$ cat src/rtl/bcd_down_counter.sv
// Loadable packed-BCD countdown counter with start/pause/abort control.
// Decrements once per i_tick while running, pulses o_done on reaching zero
// and pulses o_load_err when a load carries a digit above 9.
//
// state   | meaning
// --------+-------------------------------------------------------------
// S_IDLE  | stopped; accepts load, start (only with a non-zero count)
// S_RUN   | counting down on i_tick; i_stop pauses, load/start ignored
// S_PAUSE | count held; accepts load, start resumes, i_stop aborts to idle
module bcd_down_counter #(
    parameter int DIGITS    = 4,
    parameter int CNT_WIDTH = 4 * DIGITS
) (
    input  logic                 i_clk,
    input  logic                 i_rst_n,
    input  logic                 i_load,
    input  logic [CNT_WIDTH-1:0] i_load_val,
    input  logic                 i_start,
    input  logic                 i_stop,
    input  logic                 i_tick,
    output logic [CNT_WIDTH-1:0] o_cnt,
    output logic                 o_busy,
    output logic                 o_zero,
    output logic                 o_done,
    output logic                 o_load_err
);

    typedef enum logic [1:0] {
        S_IDLE  = 2'd0,
        S_RUN   = 2'd1,
        S_PAUSE = 2'd2
    } state_t;

    state_t               state_q, state_d;
    logic [CNT_WIDTH-1:0] cnt_q, cnt_d;
    logic [CNT_WIDTH-1:0] cnt_dec;
    logic                 done_q, done_d;
    logic                 err_q, err_d;
    logic                 load_ok;
    logic                 cnt_nz;
    logic                 borrow;
    logic [3:0]           digit;

    assign cnt_nz = (cnt_q != '0);

    // Reject a load if any nibble is not a decimal digit.
    always_comb begin
        load_ok = 1'b1;
        for (int i = 0; i < DIGITS; i++) begin
            if (i_load_val[4*i +: 4] > 4'd9) begin
                load_ok = 1'b0;
            end
        end
    end

    // Ripple a borrow from digit 0 upward; a zero digit wraps to 9 and passes the borrow on.
    always_comb begin
        cnt_dec = cnt_q;
        borrow  = 1'b1;
        digit   = 4'd0;
        for (int i = 0; i < DIGITS; i++) begin
            digit = cnt_q[4*i +: 4];
            if (borrow) begin
                if (digit == 4'd0) begin
                    cnt_dec[4*i +: 4] = 4'd9;
                    borrow            = 1'b1;
                end else begin
                    cnt_dec[4*i +: 4] = digit - 4'd1;
                    borrow            = 1'b0;
                end
            end
        end
    end

    // State, count and pulse registers.
    always_ff @(posedge i_clk or negedge i_rst_n) begin
        if (!i_rst_n) begin
            state_q <= S_IDLE;
            cnt_q   <= '0;
            done_q  <= 1'b0;
            err_q   <= 1'b0;
        end else begin
            state_q <= state_d;
            cnt_q   <= cnt_d;
            done_q  <= done_d;
            err_q   <= err_d;
        end
    end

    // Next-state logic; stop beats load beats start within a cycle.
    always_comb begin
        state_d = state_q;
        cnt_d   = cnt_q;
        done_d  = 1'b0;
        err_d   = 1'b0;
        case (state_q)
            S_IDLE, S_PAUSE: begin
                if (i_stop) begin
                    state_d = S_IDLE;
                end else if (i_load) begin
                    if (load_ok) begin
                        cnt_d = i_load_val;
                    end else begin
                        err_d = 1'b1;
                    end
                end else if (i_start && cnt_nz) begin
                    state_d = S_RUN;
                end
            end
            S_RUN: begin
                if (i_stop) begin
                    state_d = S_PAUSE;
                end else if (i_tick) begin
                    cnt_d = cnt_dec;
                    // Reaching zero ends the run, so RUN never sees a zero count.
                    if (cnt_q == CNT_WIDTH'(1)) begin
                        state_d = S_IDLE;
                        done_d  = 1'b1;
                    end
                end
            end
            default: begin
                state_d = S_IDLE;
            end
        endcase
    end

    assign o_cnt      = cnt_q;
    assign o_busy     = (state_q == S_RUN);
    assign o_zero     = ~cnt_nz;
    assign o_done     = done_q;
    assign o_load_err = err_q;

endmodule

$ cat config.mk
export PLATFORM = sky130hd
export DESIGN_NAME = bcd_down_counter
export DESIGN_NICKNAME = d
export VERILOG_FILES = /design/src/rtl/bcd_down_counter.sv
export SDC_FILE = /design/constraint.sdc
export NUM_CORES = 1
export LEC_CHECK = 0
export CAP_MARGIN = 0
export CELL_PAD_IN_SITES_DETAIL_PLACEMENT = 0
export CELL_PAD_IN_SITES_GLOBAL_PLACEMENT = 1
export CORE_MARGIN = 2
export CORE_UTILIZATION = 36
export CTS_CLUSTER_SIZE = 12
export DETAILED_ROUTE_END_ITERATION = 8
export PLACE_DENSITY = 0.82
export SYNTH_ARGS = -nofsm -noshare
export SYNTH_HDL_FRONTEND = slang
export SYNTH_SLANG_ARGS = --single-unit
export TNS_END_PERCENT = 5
$ cat constraint.sdc
create_clock -name i_clk -period 2.58 [get_ports i_clk]
set_input_delay 0.387 -clock i_clk [delete_from_list [all_inputs] [get_ports i_clk]]
set_output_delay 0.387 -clock i_clk [all_outputs]
set_load 0.02 [all_outputs]
==> impl_results.html <==
<table>
<tr><th>Metric</th><th>Value</th></tr>
<tr><th colspan="2">Yosys</th></tr>
<tr><td>Cell type contributing the most total cell area after synthesis</td><td>sky130_fd_sc_hd__dfrtp_1</td></tr>
<tr><td>Syn nets</td><td>169</td></tr>
<tr><td>Predominant post-synthesis flop cell</td><td>sky130_fd_sc_hd__dfrtp_1</td></tr>
<tr><td>Post-Syn Area</td><td>0.00132 mm2</td></tr>
<tr><td>Number of instances in the synthesized netlist</td><td>147</td></tr>
<tr><td>Synth Warn #</td><td>0</td></tr>
<tr><td>Sequential cell area fraction in the yosys report</td><td>38.0%</td></tr>
<tr><td>Top cells by area in the synthesized netlist</td><td>sky130_fd_sc_hd__dfrtp_1 (38%), sky130_fd_sc_hd__nor2_1 (6.3%), sky130_fd_sc_hd__a21oi_1 (5.7%)</td></tr>
<tr><td>Average size of a mapped cell</td><td>8.96 um2</td></tr>
<tr><td>Most repeated cell in the gate-level netlist after synthesis</td><td>sky130_fd_sc_hd__nor2_1</td></tr>
<tr><td>Flop and latch count out of synthesis</td><td>20</td></tr>
<tr><td>Number of flops mapped to enable cells by yosys</td><td>0</td></tr>
<tr><td>Distinct cell type count of the synthesized netlist</td><td>40</td></tr>
<tr><td>Share of flip-flops with an asynchronous set or reset</td><td>100%</td></tr>
<tr><td>Area share of the leading cell type in the synthesized netlist</td><td>38.0%</td></tr>
<tr><td>Top post-synthesis cells by count</td><td>sky130_fd_sc_hd__nor2_1 (22), sky130_fd_sc_hd__dfrtp_1 (20), sky130_fd_sc_hd__a21oi_1 (15)</td></tr>
<tr><th colspan="2">Place</th></tr>
<tr><td>Number of cells in the design after placement</td><td>235</td></tr>
<tr><td>Total half-perimeter wirelength after legalization and detailed placement</td><td>2610 um</td></tr>
<tr><td>Count of input and output buffers</td><td>41</td></tr>
<tr><td>Weighted congestion at the end of routability-driven global placement</td><td>0.788</td></tr>
<tr><td>Minimum setup slack after placement</td><td>177 ps</td></tr>
<tr><th colspan="2">Timing</th></tr>
<tr><td>Worst slew margin relative to its limit</td><td>56.3%</td></tr>
<tr><td>Minimum clock period</td><td>2330 ps</td></tr>
<tr><td>Setup Viol. Count Final</td><td>0</td></tr>
<tr><td>Hold violation count in the final report</td><td>0</td></tr>
<tr><td>Maximum achievable frequency</td><td>430 MHz</td></tr>
<tr><td>Max Clock Skew</td><td>6.72 ps</td></tr>
<tr><td>Final critical-path setup slack</td><td>254 ps</td></tr>
<tr><td>Period Utilization, post-route</td><td>90.2%</td></tr>
<tr><td>RSZ-0062 raised after global routing</td><td>no</td></tr>
<tr><td>Worst-margin pin slew</td><td>655 ps</td></tr>
<tr><td>Setup tns final</td><td>0 ps</td></tr>
<tr><td>Number of slew-limit violations in the final report</td><td>0</td></tr>
<tr><th colspan="2">Pwr</th></tr>
<tr><td>Share of total power in the clock network</td><td>12.1%</td></tr>
<tr><td>Net switching power</td><td>0.000659 W</td></tr>
<tr><td>Static Leakage</td><td>0.722 nW</td></tr>
<tr><td>Post-layout total power</td><td>0.00157 W</td></tr>
<tr><td>Internal Pwr Total</td><td>0.000909 W</td></tr>
<tr><td>Combinational group share of total power</td><td>50.7%</td></tr>
<tr><td>Part of the total power dissipated in sequential elements</td><td>37.2%</td></tr>
<tr><td>Power density relative to cell area</td><td>864 mW/mm2</td></tr>
<tr><td>Worst voltage drop across the vdd grid</td><td>0.376 mV</td></tr>
<tr><td>Switching power share of the total</td><td>42.0%</td></tr>
<tr><th colspan="2">Floorplan</th></tr>
<tr><td>Count of standard-cell rows</td><td>21</td></tr>
<tr><td>Number of top-level design ports</td><td>42</td></tr>
<tr><td>Vertical die dimension</td><td>64.5 um</td></tr>
<tr><td>Width of the chip</td><td>64.5 um</td></tr>
<tr><td>Core footprint</td><td>0.00342 mm2</td></tr>
<tr><td>Effective utilization at floorplan</td><td>38.6%</td></tr>
<tr><td>Die outline area</td><td>0.00416 mm2</td></tr>
<tr><th colspan="2">Critical path</th></tr>
<tr><td>Required time of the critical path</td><td>2190 ps</td></tr>
<tr><td>Worst Reg2Reg Path Length in Cells</td><td>6</td></tr>
<tr><td>Critical path endpoint category</td><td>primary output</td></tr>
<tr><td>Worst Setup Start Kind</td><td>flop</td></tr>
<tr><td>R2R setup slack</td><td>670 ps</td></tr>
<tr><td>Critical path start-end classification</td><td>flop to primary output</td></tr>
<tr><td>Max stage delay on crit path</td><td>590 ps</td></tr>
<tr><td>Largest driver fanout on the critical path</td><td>6</td></tr>
<tr><td>Worst r2r src</td><td>state_q[0]</td></tr>
<tr><td>Data arrival time of the critical path</td><td>1940 ps</td></tr>
<tr><td>Library cell contributing the largest single delay on the critical path</td><td>sky130_fd_sc_hd__or4_4</td></tr>
<tr><td>Terminus of the critical flop-to-flop path</td><td>o_cnt[13]</td></tr>
<tr><td>Ordered list of cells on the worst path</td><td>or4_4 -&gt; nor3_2 -&gt; and2b_1 -&gt; clkbuf_2</td></tr>
<tr><th colspan="2">Clock tree</th></tr>
<tr><td>TritonCTS Sinks</td><td>20</td></tr>
<tr><td>Inserted Clock Buffers</td><td>3</td></tr>
<tr><td>Deepest clock path buffer count</td><td>2</td></tr>
<tr><td>Clock-pin slew on the worst setup and hold paths</td><td>120 ps</td></tr>
<tr><td>Maximum level of the CTS H-tree</td><td>1</td></tr>
<tr><td>Clk_lat worst skew</td><td>310 ps</td></tr>
<tr><td>Quantity of hold-fixing buffers added after cts</td><td>0</td></tr>
<tr><td>Post-CTS setup buffers</td><td>0</td></tr>
<tr><td>TritonCTS clock tree</td><td>built</td></tr>
<tr><td>Clock root buffer</td><td>sky130_fd_sc_hd__clkbuf_4</td></tr>
<tr><th colspan="2">Global routing</th></tr>
<tr><td>Number of antenna violations at the first check in global routing</td><td>0</td></tr>
<tr><td>Leftover overflow at the end of global routing</td><td>0</td></tr>
<tr><td>Wire length of the first global-routing pass</td><td>6070 um</td></tr>
<tr><td>Number of global-route vias before repair</td><td>1248</td></tr>
<tr><td>Largest net degree at the start of global routing</td><td>25</td></tr>
<tr><td>Global router's overall resource usage</td><td>18.5%</td></tr>
<tr><th colspan="2">Detailed routing</th></tr>
<tr><td>Avg Vias per Cell</td><td>5.41</td></tr>
<tr><td>Avg WL per Cell</td><td>14.5 um</td></tr>
<tr><td>Via total after detailed routing</td><td>1293</td></tr>
<tr><td>Iteration-0 DRC Markers</td><td>49</td></tr>
<tr><td>TritonRoute pass-1 iters</td><td>4</td></tr>
<tr><td>Total Routed Length</td><td>3470 um</td></tr>
<tr><td>Drt drc</td><td>0</td></tr>
<tr><td>Post-DRT Antenna Nets</td><td>0</td></tr>
<tr><th colspan="2">Layout</th></tr>
<tr><td>Number of antenna diodes</td><td>0</td></tr>
<tr><td>Proportion of layout cells with a drive suffix above 1</td><td>13.0%</td></tr>
<tr><td># fillers</td><td>330</td></tr>
<tr><td>Layout Cells excl Fill</td><td>239</td></tr>
<tr><td>Final Net Count</td><td>216</td></tr>
<tr><td>Area Overhead vs Synth</td><td>37.8%</td></tr>
<tr><td>Final standard cell utilization of the core</td><td>53.2%</td></tr>
<tr><th colspan="2">Worst hold path</th></tr>
<tr><td>Worst Hold Class</td><td>input pin to async pin</td></tr>
<tr><th colspan="2">Outcome</th></tr>
<tr><td>Run status</td><td>complete, no violations</td></tr>
<tr><th colspan="2">Run</th></tr>
<tr><td>Maxcap violations</td><td>0</td></tr>
</table>
[metrics by stage]
stage	hold slack [ps]	instance area [um2]
5_1_grt	404	1820
3_3_place_gp	548	1780
2_1_floorplan	91.4	1320
6_report	398	1820
4_1_cts	401	1820
3_5_place_dp	558	1780
[registers in the layout, indices dropped and copies added, names as in the netlist]
register,cells
o_cnt,16
state_q,2
o_done,1
o_load_err,1
[power groups by stage]
stage                     Sequential, W  Clock (W)  Combinational (W)
after floorplan                0.000701          0           0.000311
after global placement         0.000580          0           0.000789
after detailed placement       0.000591          0           0.000800
after CTS                      0.000584   0.000195           0.000802
after global routing           0.000608   0.000208           0.000861
final                          0.000584   0.000190           0.000795
[critical path: cells and delay by family (launching register included)]
kind	cells	cell delay (ps)
buffers and inverters	1	180
flip-flops	1	450
AND/OR/NAND/NOR	3	1010
[how the worst max path moves through the flow]
stage,endpoint,start,slack (ps)
finish,o_zero,o_cnt[9],250
global route,o_zero,o_cnt[9],130
CTS,o_zero,o_cnt[9],90
detailed placement,o_cnt[4],i_load_val[10],180
global placement,o_zero,o_cnt[9],180
floorplan,o_zero,o_cnt[9],710
[cell type report]
cell class	instances	area (um2)	share of cell area [%]
Clock buffer	4	36.3	2.00
Inverter	6	22.5	1.24
Multi-Input combinational cell	116	748	41.2
Sequential cell	20	500	27.6
Tap cell	46	57.6	3.17
Timing Repair Buffer	47	450	24.8
[routing by layer]
layer  global-route usage [%]  routed length (um)  vias to the layer above
met2                     30.1                1700                       40
li1                         -                   -                      636
met1                     25.3                1580                      613
met5                        0                   0                        -
met4                     4.26                  29                        0
met3                     3.99                 159                        4
[layout by cell type, fill, tap and decap left out, drive strengths merged]
master / n
a21oi: 16
a31o: 1
o22a: 3
or2b: 2
a31oi: 3
or4: 2
nand4: 1
a21o: 1
inv: 5
clkdlybuf4s50: 40
nor3: 8
buf: 6
o211ai: 2
a311o: 1
and2: 1
nand4bb: 1
nand2b: 2
clkbuf: 5
o41ai: 1
clkinv: 1
o22ai: 4
nor2: 22
or3b: 1
nor2b: 1
nand2: 11
a32o: 1
or4b: 1
o31ai: 3
mux2: 3
o21a: 5
and2b: 1
o21ai: 13
or3: 2
dfrtp: 20
nor4: 3
[cell families (layout without fill, tap and decap cells)]
logic type             Yosys count  count (layout)  share of synthesized area, %
DFF                             20              20                          38.0
AOI/OAI and AO/OA               54              54                          29.3
and+or+nand+nor                 59              59                          24.0
buffers and inverters           11              57                          5.22
muxes                            3               3                          3.42
[timing repair]
action	in CTS	in global routing
setup endpoints to repair	1	1
resized for setup	1	2
hold endpoints to repair	0	0
No activity file was read; power rests on OpenSTA's default activity.
